<file path="src/rtl/rf_writeback_arbiter.sv">
// Merges the in-order pipeline writeback (A) and a buffered long-latency result stream (B)
// onto the register file's single write port, and tracks pending destinations for decode.
module rf_writeback_arbiter #(
  parameter int unsigned DEPTH = 4,
  parameter int unsigned DW    = 32,
  parameter int unsigned AW    = 5
) (
  input  logic                       clk,
  input  logic                       rst_n,
  input  logic                       a_valid,
  input  logic [AW-1:0]              a_reg,
  input  logic [DW-1:0]              a_data,
  input  logic                       b_valid,
  output logic                       b_ready,
  input  logic [AW-1:0]              b_reg,
  input  logic [DW-1:0]              b_data,
  input  logic                       iss_valid,
  input  logic [AW-1:0]              iss_reg,
  output logic                       rf_w,
  output logic [AW-1:0]              rf_wreg,
  output logic [DW-1:0]              rf_wdata,
  output logic [(1<<AW)-1:0]         pend,
  output logic [$clog2(DEPTH):0]     fifo_cnt,
  output logic                       waw_err
);

  localparam int unsigned PW   = $clog2(DEPTH);
  localparam int unsigned CW   = PW + 1;
  localparam int unsigned NREG = 1 << AW;

  logic [AW-1:0]   mem_reg_q  [DEPTH];
  logic [DW-1:0]   mem_data_q [DEPTH];
  logic [PW-1:0]   wr_ptr_q, wr_ptr_d;
  logic [PW-1:0]   rd_ptr_q, rd_ptr_d;
  logic [CW-1:0]   cnt_q, cnt_d;
  logic            rf_w_q, rf_w_d;
  logic [AW-1:0]   rf_wreg_q, rf_wreg_d;
  logic [DW-1:0]   rf_wdata_q, rf_wdata_d;
  logic [NREG-1:0] pend_q, pend_d;
  logic            waw_q, waw_d;

  logic a_wr, b_acc, fifo_ne, push, pop;

  assign b_ready = (cnt_q != CW'(DEPTH));

  // Write-port selection, FIFO bookkeeping, scoreboard and WAW diagnostic
  always_comb begin
    rf_w_d     = 1'b0;
    rf_wreg_d  = rf_wreg_q;
    rf_wdata_d = rf_wdata_q;
    pop        = 1'b0;
    push       = 1'b0;
    a_wr       = a_valid && (a_reg != '0);
    b_acc      = b_valid && b_ready;
    fifo_ne    = (cnt_q != '0);

    if (a_wr) begin
      rf_w_d     = 1'b1;
      rf_wreg_d  = a_reg;
      rf_wdata_d = a_data;
    end else if (fifo_ne) begin
      rf_w_d     = 1'b1;
      rf_wreg_d  = mem_reg_q[rd_ptr_q];
      rf_wdata_d = mem_data_q[rd_ptr_q];
      pop        = 1'b1;
    end else if (b_acc && (b_reg != '0)) begin
      rf_w_d     = 1'b1;
      rf_wreg_d  = b_reg;
      rf_wdata_d = b_data;
    end

    // b_acc already implies not full, so a full FIFO never takes a push
    push = b_acc && (b_reg != '0) && (a_wr || fifo_ne);

    wr_ptr_d = push ? wr_ptr_q + PW'(1) : wr_ptr_q;
    rd_ptr_d = pop  ? rd_ptr_q + PW'(1) : rd_ptr_q;
    cnt_d    = cnt_q;
    if (push && !pop)      cnt_d = cnt_q + CW'(1);
    else if (pop && !push) cnt_d = cnt_q - CW'(1);

    // Clear on the commit happening at this edge; a same-cycle issue wins
    pend_d = pend_q;
    if (rf_w_q)    pend_d[rf_wreg_q] = 1'b0;
    if (iss_valid) pend_d[iss_reg]   = 1'b1;
    pend_d[0] = 1'b0;

    waw_d = waw_q;
    if (iss_valid && (iss_reg != '0) && pend_q[iss_reg] &&
        !(rf_w_q && (rf_wreg_q == iss_reg)))
      waw_d = 1'b1;
    if (a_valid && (a_reg != '0) && pend_q[a_reg])
      waw_d = 1'b1;
  end

  always_ff @(posedge clk or negedge rst_n) begin
    if (!rst_n) begin
      wr_ptr_q   <= '0;
      rd_ptr_q   <= '0;
      cnt_q      <= '0;
      rf_w_q     <= 1'b0;
      rf_wreg_q  <= '0;
      rf_wdata_q <= '0;
      pend_q     <= '0;
      waw_q      <= 1'b0;
    end else begin
      wr_ptr_q   <= wr_ptr_d;
      rd_ptr_q   <= rd_ptr_d;
      cnt_q      <= cnt_d;
      rf_w_q     <= rf_w_d;
      rf_wreg_q  <= rf_wreg_d;
      rf_wdata_q <= rf_wdata_d;
      pend_q     <= pend_d;
      waw_q      <= waw_d;
    end
  end

  // Payload storage needs no reset; occupancy is governed by the pointers
  always_ff @(posedge clk) begin
    if (push) begin
      mem_reg_q[wr_ptr_q]  <= b_reg;
      mem_data_q[wr_ptr_q] <= b_data;
    end
  end

  assign rf_w     = rf_w_q;
  assign rf_wreg  = rf_wreg_q;
  assign rf_wdata = rf_wdata_q;
  assign pend     = pend_q;
  assign fifo_cnt = cnt_q;
  assign waw_err  = waw_q;

endmodule

</file>
<file path="config.mk">
export PLATFORM = sky130hd
export DESIGN_NAME = rf_writeback_arbiter
export DESIGN_NICKNAME = d
export VERILOG_FILES = /design/src/rtl/rf_writeback_arbiter.sv
export SDC_FILE = /design/constraint.sdc
export NUM_CORES = 1
export LEC_CHECK = 0
export BUFFER_PORTS_ARGS = -buffer_cell sky130_fd_sc_hd__buf_4
export CAP_MARGIN = 10
export CORE_ASPECT_RATIO = 0.75
export CORE_MARGIN = 2
export CORE_UTILIZATION = 35
export DETAILED_ROUTE_END_ITERATION = 8
export GPL_ROUTABILITY_DRIVEN = 0
export PLACE_DENSITY = 0.58
export SKIP_CTS_REPAIR_TIMING = 1
export SLEW_MARGIN = 25
export SYNTH_ARGS = -nofsm -noshare
export SYNTH_HDL_FRONTEND = slang
export SYNTH_SLANG_ARGS = --single-unit
</file>
<file path="constraint.sdc">
create_clock -name clk -period 4.1 [get_ports clk]
set_input_delay 0.205 -clock clk [delete_from_list [all_inputs] [get_ports clk]]
set_output_delay 0.205 -clock clk [all_outputs]
set_load 0.05 [all_outputs]
</file>
==> summary.txt, run 1 <==
Outcome
  – Outcome: finished, violations left
  – Failing checks: negative hold slack

Worst setup path
  – CP endpoint kind: flop
  – Critical path type: in -> reg
  – Required time worst endpoint: 4.51 ns
  – WP data arrival: about 3.1 ns
  – Max FO, Critical Path: between 60 and 70
  – Critical Path Start Type: input pin

Logic synthesis
  – Largest area contributor in the netlist: edfxtp_1
  – Top cells by area, synth: edfxtp_1 45%, dfrtp_1 20%, mux4_2 11%, o21ai_0 4.7%, mux2i_1 4.1%
  – Post-synth top area share: 0.4504
  – Post-Synth Adder-Cell Area: 0.008369
  – Syn_nets: 760
  – Mapped Cells: 670
  – Sequential element share of the synthesized area: 0.6457
  – Compound-Gate Fraction of Synth Area: 0.08610
  – Syn_area_per_cell: around 15 um2
  – Simple-gate portion of the synthesized area: 0.06226
  – Async set or reset register ratio after synthesis: 0.3422
  – Yosys reg bits: ~230
  – Post-Synth XOR/XNOR Area: 0.009764
  – Synthesized area: between 9000 and 10000 um2
  – Mux cell area share after synthesis: 0.1558
  – Synth warn: 0
  – Unique masters post-synth: slightly above 50
  – EDFF count, synth: between 100 and 150
  – Largest family of logic cells by synthesized area: multiplexers
  – Top_reg_cell synth: edfxtp_1

Global route
  – Remaining Overflow, GRT: 0
  – Met2 Usage GRT: 0.2519
  – Top Usage Layer GRT: met2
  – GR Util met3: 0.03448
  – First-pass GRT wire length: between 30 and 40 mm
  – Vias in the first global route: between 6000 and 7000
  – Maximum number of pins on one net before global-route repair: 68
  – All-layer global routing usage: 0.1614
  – Initial antenna violation count: 0
  – M1 GR Usage: 0.2332

Job
  – Max-cap violations: 0

Cells and area
  – # diodes: 0
  – Final nets: roughly 960
  – P&R area growth vs syn: 28.20%
  – Post-layout instance area: roughly 13000 um2
  – Commonest non-fill, non-tap cell in the layout: buf_4
  – Cell Count, Final, Fillers Out: approximately 1200
  – Share of cells above drive strength 1: 0.3089
  – Most frequent cells in the layout: 164 x buf_4, 148 x edfxtp_1, 92 x o21ai_0

Die
  – Site row count: 53
  – Initial core utilization: 0.3543
  – Height of the die: between 100 and 150 um
  – Die area: between 20000 and 30000 um2
  – Core footprint: roughly 28000 um2
  – Die Width: 197.9 um
  – I/O pin count: approximately 160

Clocking
  – CTS tree: yes
  – Clock latency on the worst-skew pair: between 0.5 and 0.6 ns
  – CTS buffer count: 24
  – Root buffer cell: clkbuf_16
  – Clk sink count: about 230
  – CTS Buffer Depth: 3
  – H-tree depth: 1
  – Clk pin slew, worst setup/hold paths: about 0.06 ns

Power
  – Leakage: 0.004673 uW
  – Clock power share: 0.234
  – Reg power frac: 0.376
  – Internal Power: 5985 uW
  – Total design power: between 9000 and 10000 uW
  – Logic pwr share: 0.390
  – VDD IR max: 0.3101 mV
  – Switching Power: between 3000 and 4000 uW
  – Sw frac: 0.3915
  – P per Cell Area: approximately 800 nW/um2

Placed design
  – Placed Cells: about 1100
  – Placed instance area: 11290 um2
  – DP HPWL: ~16 mm
  – Port Buffers: around 160

STA
  – Final setup TNS: 0 ns
  – Slew Limit Fails: 0
  – Highest clock rate: roughly 370 MHz
  – Setup violations, final: 0
  – RSZ-0062 raised after global routing: false
  – Rel. slew slack: 0.3235
  – Final hold slack: -0.04044 ns
  – Final Hold Fails: 16
  – Minimum clock period: 2.738 ns
  – Worst-Margin Slew: a little over 1 ns
  – Worst clock skew: 0.02707 ns
  – Fin crit share: 0.6678

Routing
  – Iter 0 DRT Violations: approximately 430
  – DRT Pass-1 Iters: 5
  – Vias post-DR: around 6300
  – Wire per inst: 19.46 um
  – Post-route ant nets: 0
  – Vias per cell: 5.102
  – DRC violation count after routing: 0
  – Post-Route WL: approximately 24 mm

Worst hold path
  – Min-Delay Path Class: in -> reg
==> synthesized netlist by cell type, types with 5 or more instances <==
master and instances:
and2_1 5, o21ai_0 92, mux4_2 49, dfrtp_1 77
mux2i_1 40, nand3b_1 10, clkbuf_1 10, o21ai_1 6
xor2_1 7, nor2_1 42, buf_2 15, edfxtp_1 148
inv_1 10, nand2_1 44, or3b_2 6, buf_4 5
a21oi_1 37, buf_6 6, ha_1 5
==> cell type report <==
type / count / area (um2)
Clock buffer: 31 / 636.9
Clock inverter: 13 / 207.7
Fill cell: 2516 / 15200
Inverter: 11 / 41.29
Multi-Input combinational cell: 392 / 3202
Sequential cell: 225 / 6374
Tap cell: 357 / 446.7
Timing Repair Buffer: 215 / 1742
==> state kept, by name (all words and copies together), names as in the netlist, 2 cells and up <==
name / count
fifo_cnt: 3
mem_data_q: 128
mem_reg_q: 20
pend: 31
rd_ptr_q: 2
rf_wdata: 32
rf_wreg: 5
wr_ptr_q: 2
==> metal layers <==
layer	vias up	part of all wire
met5	-	0
met4	0	0.014
met3	31	0.062
met2	201	0.46
met1	3152	0.46
li1	2963	-
==> through the flow <==
stage	worst slack (ns)	utilization	hold slack (ns)
2_1_floorplan	1.149	-	-0.09059
3_3_place_gp	1.246	0.4053	0.3031
3_5_place_dp	1.229	0.4053	0.3079
4_1_cts	1.483	0.4357	-0.2491
5_1_grt	1.251	0.4542	-0.002704
6_report	1.362	0.4542	-0.04044
==> worst paths after layout <==
check	from	end	slack [ns]	cells past startpoint
setup / recovery	a_reg[3]	fifo_cnt[1]	1.36	11
hold / removal	a_data[17]	rf_wdata[17]	-0.04	3
setup reg to reg	fifo_cnt[0]	fifo_cnt[2]	1.57	10
hold reg to reg	rf_wdata[6]	rf_wdata[6]	0.48	2
max in group asynchronous	rst_n	rd_ptr_q[1]	2.88	3
min in group asynchronous	rst_n	rf_wreg[1]	0.30	2
==> critical path, cell delays in order <==
cell           delay (ns)
dlygate4sd3_1        0.54
buf_4                0.17
or4_4                0.45
o21a_2               0.21
buf_4                0.33
nor2_8               0.23
inv_1                0.06
ha_1                 0.20
inv_1                0.07
fa_1                 0.39
mux2_2               0.27
==> kinds of logic (layout without fill, tap and decap cells) <==
group / count (synthesis) / in the layout
buffers and inverters: 53 / 270
adder cells (fa/ha/maj): 6 / 6
AND/OR/NAND/NOR: 125 / 125
XOR/XNOR: 11 / 11
multiplexers: 92 / 92
flip-flops: 225 / 225
other: 1 / 1
AO/OA/AOI/OAI: 157 / 157
==> power by group through the flow <==
stage               registers [uW]  clock network [uW]  logic, uW
floorplan                     4600                   0       1710
global placement              3750                   0       3790
CTS                           3710                2350       3820
finish                        3700                2300       3830
global route                  3790                2450       4120
detailed placement            3750                   0       3820
Note: power is estimated with default switching activity, not from simulation.
==> run 2: changes to the inputs <==
==> constraint.sdc (replaced) <==
create_clock -name clk -period 2.59 [get_ports clk]
set_input_delay 0.1295 -clock clk [delete_from_list [all_inputs] [get_ports clk]]
set_output_delay 0.1295 -clock clk [all_outputs]
set_load 0.05 [all_outputs]
==> run 2 against run 1 <==
  * The run still ends with negative hold slack left
  * Count of clock-buffer cells in the layout down 6
  * Critical path depth shrank 1
  * Sequential power grew 54%
  * Power rose by 59%
  * Largest cell class unchanged
  * Wire length rose by 3.0%
  * Die area did not move
  * Register-to-register slack worse by 1.2 ns
  * Final area up 2.6%
  * Global-route usage is 0.45 points higher
==> summary.txt, run 2 (synthesis gave the netlist of run 1 again) <==
Die
  – I/O pin count: 159 (unchanged)
  – Height of the die: 149.4 um (unchanged)
  – Die Width: 197.9 um (unchanged)
  – Core footprint: 27850 um2 (unchanged)
  – Initial core utilization: 0.3543 (unchanged)
  – Die area: 29560 um2 (unchanged)
  – Site row count: 53 (unchanged)

Global route
  – Remaining Overflow, GRT: 0 (unchanged)
  – Maximum number of pins on one net before global-route repair: 67 (-1.5%)
  – All-layer global routing usage: 0.1658 (+0.004452)
  – Initial antenna violation count: 2 (+2)
  – First-pass GRT wire length: 37.23 mm (+1.8%)
  – Vias in the first global route: 6235 (+0.24%)

STA
  – RSZ-0062 raised after global routing: false
  – Final hold slack: -0.01975 ns (+0.02069 ns)
  – Worst-Margin Slew: 0.7281 ns (-0.2868 ns)
  – Final WS setup: 0.2830 ns (-1.079 ns)
  – Rel. slew slack: 0.5146 (+0.1912)
  – Highest clock rate: 433.5 MHz
  – Minimum clock period: approximately 2.3 ns
  – Final Hold Fails: 1 (-15)
  – Slew Limit Fails: 0 (unchanged)
  – Setup violations, final: 0 (unchanged)
  – Fin crit share: 0.8907
  – Final setup TNS: 0 ns (unchanged)
  – Worst clock skew: 0.007679 ns (-0.01939 ns)

Power
  – Internal Power: 9496 uW (+59%)
  – VDD IR max: 0.5057 mV (+63%)
  – Clock power share: 0.227 (-0.007)
  – Sw frac: 0.3924 (+0.0008835)
  – Logic pwr share: 0.410 (+0.020)
  – Switching Power: 6132 uW (+59%)
  – P per Cell Area: 1204 nW/um2 (+55%)
  – Reg power frac: 0.363 (-0.013)
  – Leakage: 0.004835 uW (+3.5%)

Cells and area
  – P&R area growth vs syn: 31.54%
  – Max reg flops: 128 (unchanged)
  – Most frequent cells in the layout: 173 x buf_4, 148 x edfxtp_1, 92 x o21ai_0
  – Commonest non-fill, non-tap cell in the layout: buf_4
  – Fill cells: 2447 (-2.7%)
  – Final core utilization: 0.4660 (+0.01181)
  – Most flops, register: mem_data_q
  – Share of cells above drive strength 1: 0.3145 (+0.005566)
  – Final nets: 994 (+3.6%)

Worst setup path
  – Required time worst endpoint: 2.98 ns (-1.53 ns)
  – WP data arrival: 2.69 ns (-0.45 ns)
  – Critical path type: in -> reg
  – Max FO, Critical Path: 8 (-88%)
  – Slowest cell on crit path: dlygate4sd3_1
  – Critical Path Start Type: input pin
  – CP most frequent cell: inv_1
  – CP Cell Sequence: dlygate4sd3_1, buf_4, or4_4, o21a_2, nor2_8, inv_1, ha_1, inv_1, fa_1, mux2_2
  – Crit-path max cell delay: 0.54 ns (about the same)
  – CP endpoint kind: flop

Placed design
  – Port Buffers: 157 (unchanged)
  – Pre-CTS setup slack: 0.2525 ns (-0.9762 ns)
  – DP HPWL: 16.04 mm (+1.9%)

Clocking
  – Clock latency on the worst-skew pair: 0.51 ns (about the same)
  – CTS buffer count: 24 (unchanged)
  – Clk pin slew, worst setup/hold paths: 0.06 ns (about the same)
  – H-tree depth: 1 (unchanged)
  – CTS Buffer Depth: 3 (unchanged)
  – Clk sink count: 225 (unchanged)
  – CTS tree: yes
  – Root buffer cell: clkbuf_16

Routing
  – Vias post-DR: 6474 (+2.0%)
  – Post-route ant nets: 0 (unchanged)
  – Wire per inst: 19.53 um (+0.32%)
  – DRT Pass-1 Iters: 5 (unchanged)
  – Vias per cell: 5.070 (-0.63%)
  – Post-Route WL: 24.93 mm (+3.0%)
  – Iter 0 DRT Violations: 367 (-15%)
  – DRC violation count after routing: 0 (unchanged)

Outcome
  – Failing checks: negative hold slack
  – Outcome: finished, violations left

Job
  – Max-cap violations: 0 (unchanged)

Worst hold path
  – Min-Delay Path Class: in -> reg
run 2: changes by cell type in the layout (fill, tap and decap cells not counted), moves of 3 or more:
cell,before,now
and2_2,0,4
buf_12,0,3
clkinv_2,0,4
clkbuf_1,6,0
and2_4,4,0
buf_4,164,173
dlygate4sd3_1,51,74
run 2: metal layers:
metal	wire length (um)	GRT usage	vias up
met1	11950	0.2481	3250
met3	1279	0.03381	26
li1	-	-	3026
met5	8	0	-
met2	11380	0.2516	170
met4	316	0.03308	2
run 2: cell type report:
type | instances | area [um2] | area share
antenna | 1 | 2.502 | 0.0001928
inverter | 11 | 41.29 | 0.003181
multi-input combinational | 392 | 3199 | 0.2465
tap | 357 | 446.7 | 0.03442
clock inverter | 16 | 187.7 | 0.01446
clock buffer | 25 | 625.6 | 0.04820
sequential | 225 | 6376 | 0.4913
timing repair buffer | 250 | 2100 | 0.1618
run 2: worst paths after layout:
kind                       slack, ns  depth (start not counted)         from           to
max                             0.28                         10     a_reg[3]  fifo_cnt[1]
min                            -0.02                          3    a_data[0]  rf_wdata[0]
max reg2reg                     0.36                         10  fifo_cnt[1]  fifo_cnt[2]
min reg2reg                     0.48                          2  rf_wdata[7]  rf_wdata[7]
max in group asynchronous       1.69                          3        rst_n  fifo_cnt[0]
min in group asynchronous       0.19                          2        rst_n     pend[28]
run 2: power groups by stage:
stage	logic [uW]	clock network, uW	registers [uW]
floorplan	2720	0	7270
global placement	6360	0	5720
detailed placement	6380	0	5740
CTS	6390	3620	5670
global route	6860	3770	5800
finish	6410	3540	5680
run 2: critical path, delay by kind of cell:
family                     cells  cell delay [ns]
buffers and inverters          4             0.84
adders and majority gates      2             0.60
and+or+nand+nor                2             0.60
AOI/OAI and AO/OA              1             0.26
muxes                          1             0.26
run 2: stage by stage:
| stage | area [um2] | total power, uW | instances |
|---|---|---|---|
| 2_1_floorplan | 9877 | 9992 | 670 |
| 3_3_place_gp | 11420 | 12080 | 1161 |
| 3_5_place_dp | 11420 | 12120 | 1161 |
| 4_1_cts | 12240 | 15690 | 1202 |
| 5_1_grt | 12980 | 16430 | 1277 |
| 6_report | 12980 | 15630 | 1277 |
==> run 3: changes to the inputs <==
--- a/config.mk
+++ b/config.mk
@@ -13,6 +13,7 @@
 export DETAILED_ROUTE_END_ITERATION = 8
 export GPL_ROUTABILITY_DRIVEN = 0
 export PLACE_DENSITY = 0.58
+export RECOVER_POWER = 100
 export SKIP_CTS_REPAIR_TIMING = 1
 export SLEW_MARGIN = 25
 export SYNTH_ARGS = -nofsm -noshare
==> constraint.sdc (replaced) <==
create_clock -name clk -period 2.59 [get_ports clk]
set_input_delay 0.1295 -clock clk [delete_from_list [all_inputs] [get_ports clk]]
set_output_delay 0.1295 -clock clk [all_outputs]
set_load 0.005 [all_outputs]
==> run 3 against run 2 <==
  * The flow still finishes with violations (negative hold slack)
  * Register-to-register slack got worse by 0.08 ns
  * Maximum frequency shrank 4.6%
  * Power decreased by 14%
  * Cell count barely moved
  * Largest power group is now registers
  * Highest routed layer is now met4
==> summary.txt, run 3 (synthesis gave the netlist of run 1 again) <==
Cells and area
  – Max reg flops: 128 (unchanged)
  – Cell Count, Final, Fillers Out: 1278 (+0.078%)
  – Most flops, register: mem_data_q
  – Final core utilization: 0.4583 (-0.007727)
  – Share of cells above drive strength 1: 0.2497 (-0.06474)
  – Most frequent cells in the layout: 148 x edfxtp_1, 97 x o21ai_0, 75 x dfrtp_1
  – P&R area growth vs syn: 29.36%
  – Final nets: 993 (-0.10%)
  – Commonest non-fill, non-tap cell in the layout: edfxtp_1
  – Fill cells: 2500 (+2.2%)
  – # diodes: 0 (-1)

Global route
  – Vias in the first global route: 6123 (-1.8%)
  – Maximum number of pins on one net before global-route repair: 67 (unchanged)
  – First-pass GRT wire length: 36.97 mm (-0.70%)
  – All-layer global routing usage: 0.1642 (-0.001620)
  – Initial antenna violation count: 0 (-2)
  – Remaining Overflow, GRT: 0 (unchanged)

Routing
  – DRC violation count after routing: 0 (unchanged)
  – DRT Pass-1 Iters: 5 (unchanged)
  – Vias per cell: 5.057 (-0.25%)
  – Vias post-DR: 6463 (-0.17%)
  – Iter 0 DRT Violations: 537 (+46%)
  – Wire per inst: 19.37 um (-0.78%)
  – Post-route ant nets: 0 (unchanged)
  – Post-Route WL: 24.76 mm (-0.70%)

Worst setup path
  – CP Cell Sequence: dlygate4sd3_1, buf_4, or4_4, o21ai_2, and2_1, nor2_2, ha_1, inv_1, fa_1, mux2_2
  – Critical path depth: 10 (unchanged)
  – Crit-path max cell delay: 0.54 ns (about the same)
  – WP data arrival: 2.81 ns (+0.12 ns)
  – Max FO, Critical Path: 9 (+1)
  – Critical path type: in -> reg
  – Required time worst endpoint: 2.98 ns (about the same)
  – Top Family by Delay on Critical Path: simple AND/OR/NAND/NOR gates
  – CP endpoint kind: flop
  – Slowest cell on crit path: dlygate4sd3_1
  – Critical Path Start Type: input pin
  – Worst-case reg-to-reg path depth: 7 (-3)
  – CP bufs+invs: 3 (-1)

Outcome
  – Outcome: finished, violations left
  – Failing checks: negative hold slack

Power
  – Internal Power: 9275 uW (-2.3%)
  – Leakage: 0.004626 uW (-4.3%)
  – Reg power frac: 0.421 (+0.058)
  – Switching Power: 4185 uW (-32%)
  – P per Cell Area: 1055 nW/um2 (-12%)
  – Logic pwr share: 0.318 (-0.092)
  – Total design power: 13460 uW (-14%)
  – VDD IR max: 0.4750 mV (-6.1%)
  – Clock power share: 0.261 (+0.034)
  – Sw frac: 0.3109 (-0.08144)

Clocking
  – CTS tree: yes
  – Clk sink count: 225 (unchanged)
  – CTS Buffer Depth: 3 (unchanged)
  – CTS buffer count: 24 (unchanged)
  – H-tree depth: 1 (unchanged)
  – Clock latency on the worst-skew pair: 0.51 ns (about the same)
  – Clk pin slew, worst setup/hold paths: 0.06 ns (about the same)
  – Root buffer cell: clkbuf_16

STA
  – Slew Limit Fails: 0 (unchanged)
  – Setup violations, final: 0 (unchanged)
  – Rel. slew slack: 0.2081 (-0.3066)
  – Highest clock rate: 413.7 MHz (-4.6%)
  – RSZ-0062 raised after global routing: false
  – Minimum clock period: 2.417 ns (+0.1102 ns)
  – Worst clock skew: 0.02329 ns (+0.01561 ns)
  – Final setup TNS: 0 ns (unchanged)
  – Fin crit share: 0.9333 (+0.04256)
  – Worst-Margin Slew: 1.188 ns (+0.4599 ns)
  – Final Hold Fails: 2 (+1)
  – Final hold slack: -0.08247 ns (-0.06272 ns)

Job
  – Max-cap violations: 0 (unchanged)

Placed design
  – Placed Cells: 1161 (unchanged)
  – DP HPWL: 16.04 mm (about the same)
  – Port Buffers: 157 (unchanged)

Die
  – Initial core utilization: 0.3543 (unchanged)
  – Core footprint: 27850 um2 (unchanged)
  – Height of the die: 149.4 um (unchanged)
  – Site row count: 53 (unchanged)
  – Die Width: 197.9 um (unchanged)
  – Die area: 29560 um2 (unchanged)
  – I/O pin count: 159 (unchanged)

Worst hold path
  – Min-Delay Path Class: in -> reg
  – Hold Path Depth: 3 (unchanged)
## run 3: through the flow
stage / worst slack [ns] / cell area (um2)
after floorplan: 0.09868 / 9867
after global placement: 0.2020 / 11420
after detailed placement: 0.1592 / 11420
after CTS: 0.1385 / 12240
after global routing: 0.06737 / 12760
final: 0.1727 / 12760
## run 3: final timing paths
path                               from            to  slack (ns)
min in group asynchronous         rst_n      pend[12]        0.41
max in group asynchronous         rst_n  rf_wdata[10]        0.59
min reg2reg                rf_wdata[29]  rf_wdata[29]        0.48
min                          a_data[25]  rf_wdata[25]       -0.08
max                            a_reg[2]   fifo_cnt[1]        0.17
max reg2reg                 fifo_cnt[1]   fifo_cnt[1]        0.28
## run 3: area by class of cell
cell class | count | area [um2] | share of cell area
Clock inverter | 7 | 93.84 | 0.007352
Clock buffer | 37 | 730.7 | 0.05725
Timing Repair Buffer | 249 | 1884 | 0.1476
Tap cell | 357 | 446.7 | 0.03500
Sequential cell | 225 | 6374 | 0.4994
Inverter | 11 | 41.29 | 0.003235
Multi-Input combinational cell | 392 | 3193 | 0.2502
## run 3: tightest hold or removal path, delay by kind of cell
family | cells | cell delay [ns]
AO/OA/AOI/OAI | 2 | 0.17
buffers and inverters | 1 | 0.08
## run 3: layer usage
| layer | track usage | part of all wire | vias to the layer above |
|---|---|---|---|
| li1 | - | - | 3021 |
| met1 | 0.2511 | 0.49 | 3234 |
| met2 | 0.2421 | 0.45 | 183 |
| met3 | 0.03065 | 0.051 | 25 |
| met4 | 0.03872 | 0.015 | 0 |
| met5 | 0 | 0 | - |
## run 3: power groups by stage
stage | logic [uW] | registers (uW) | clock network (uW)
after detailed placement | 4430 | 5740 | 0
after global routing | 4770 | 5780 | 3760
after CTS | 4430 | 5680 | 3610
after global placement | 4400 | 5730 | 0
final | 4280 | 5670 | 3510
after floorplan | 2690 | 5460 | 0
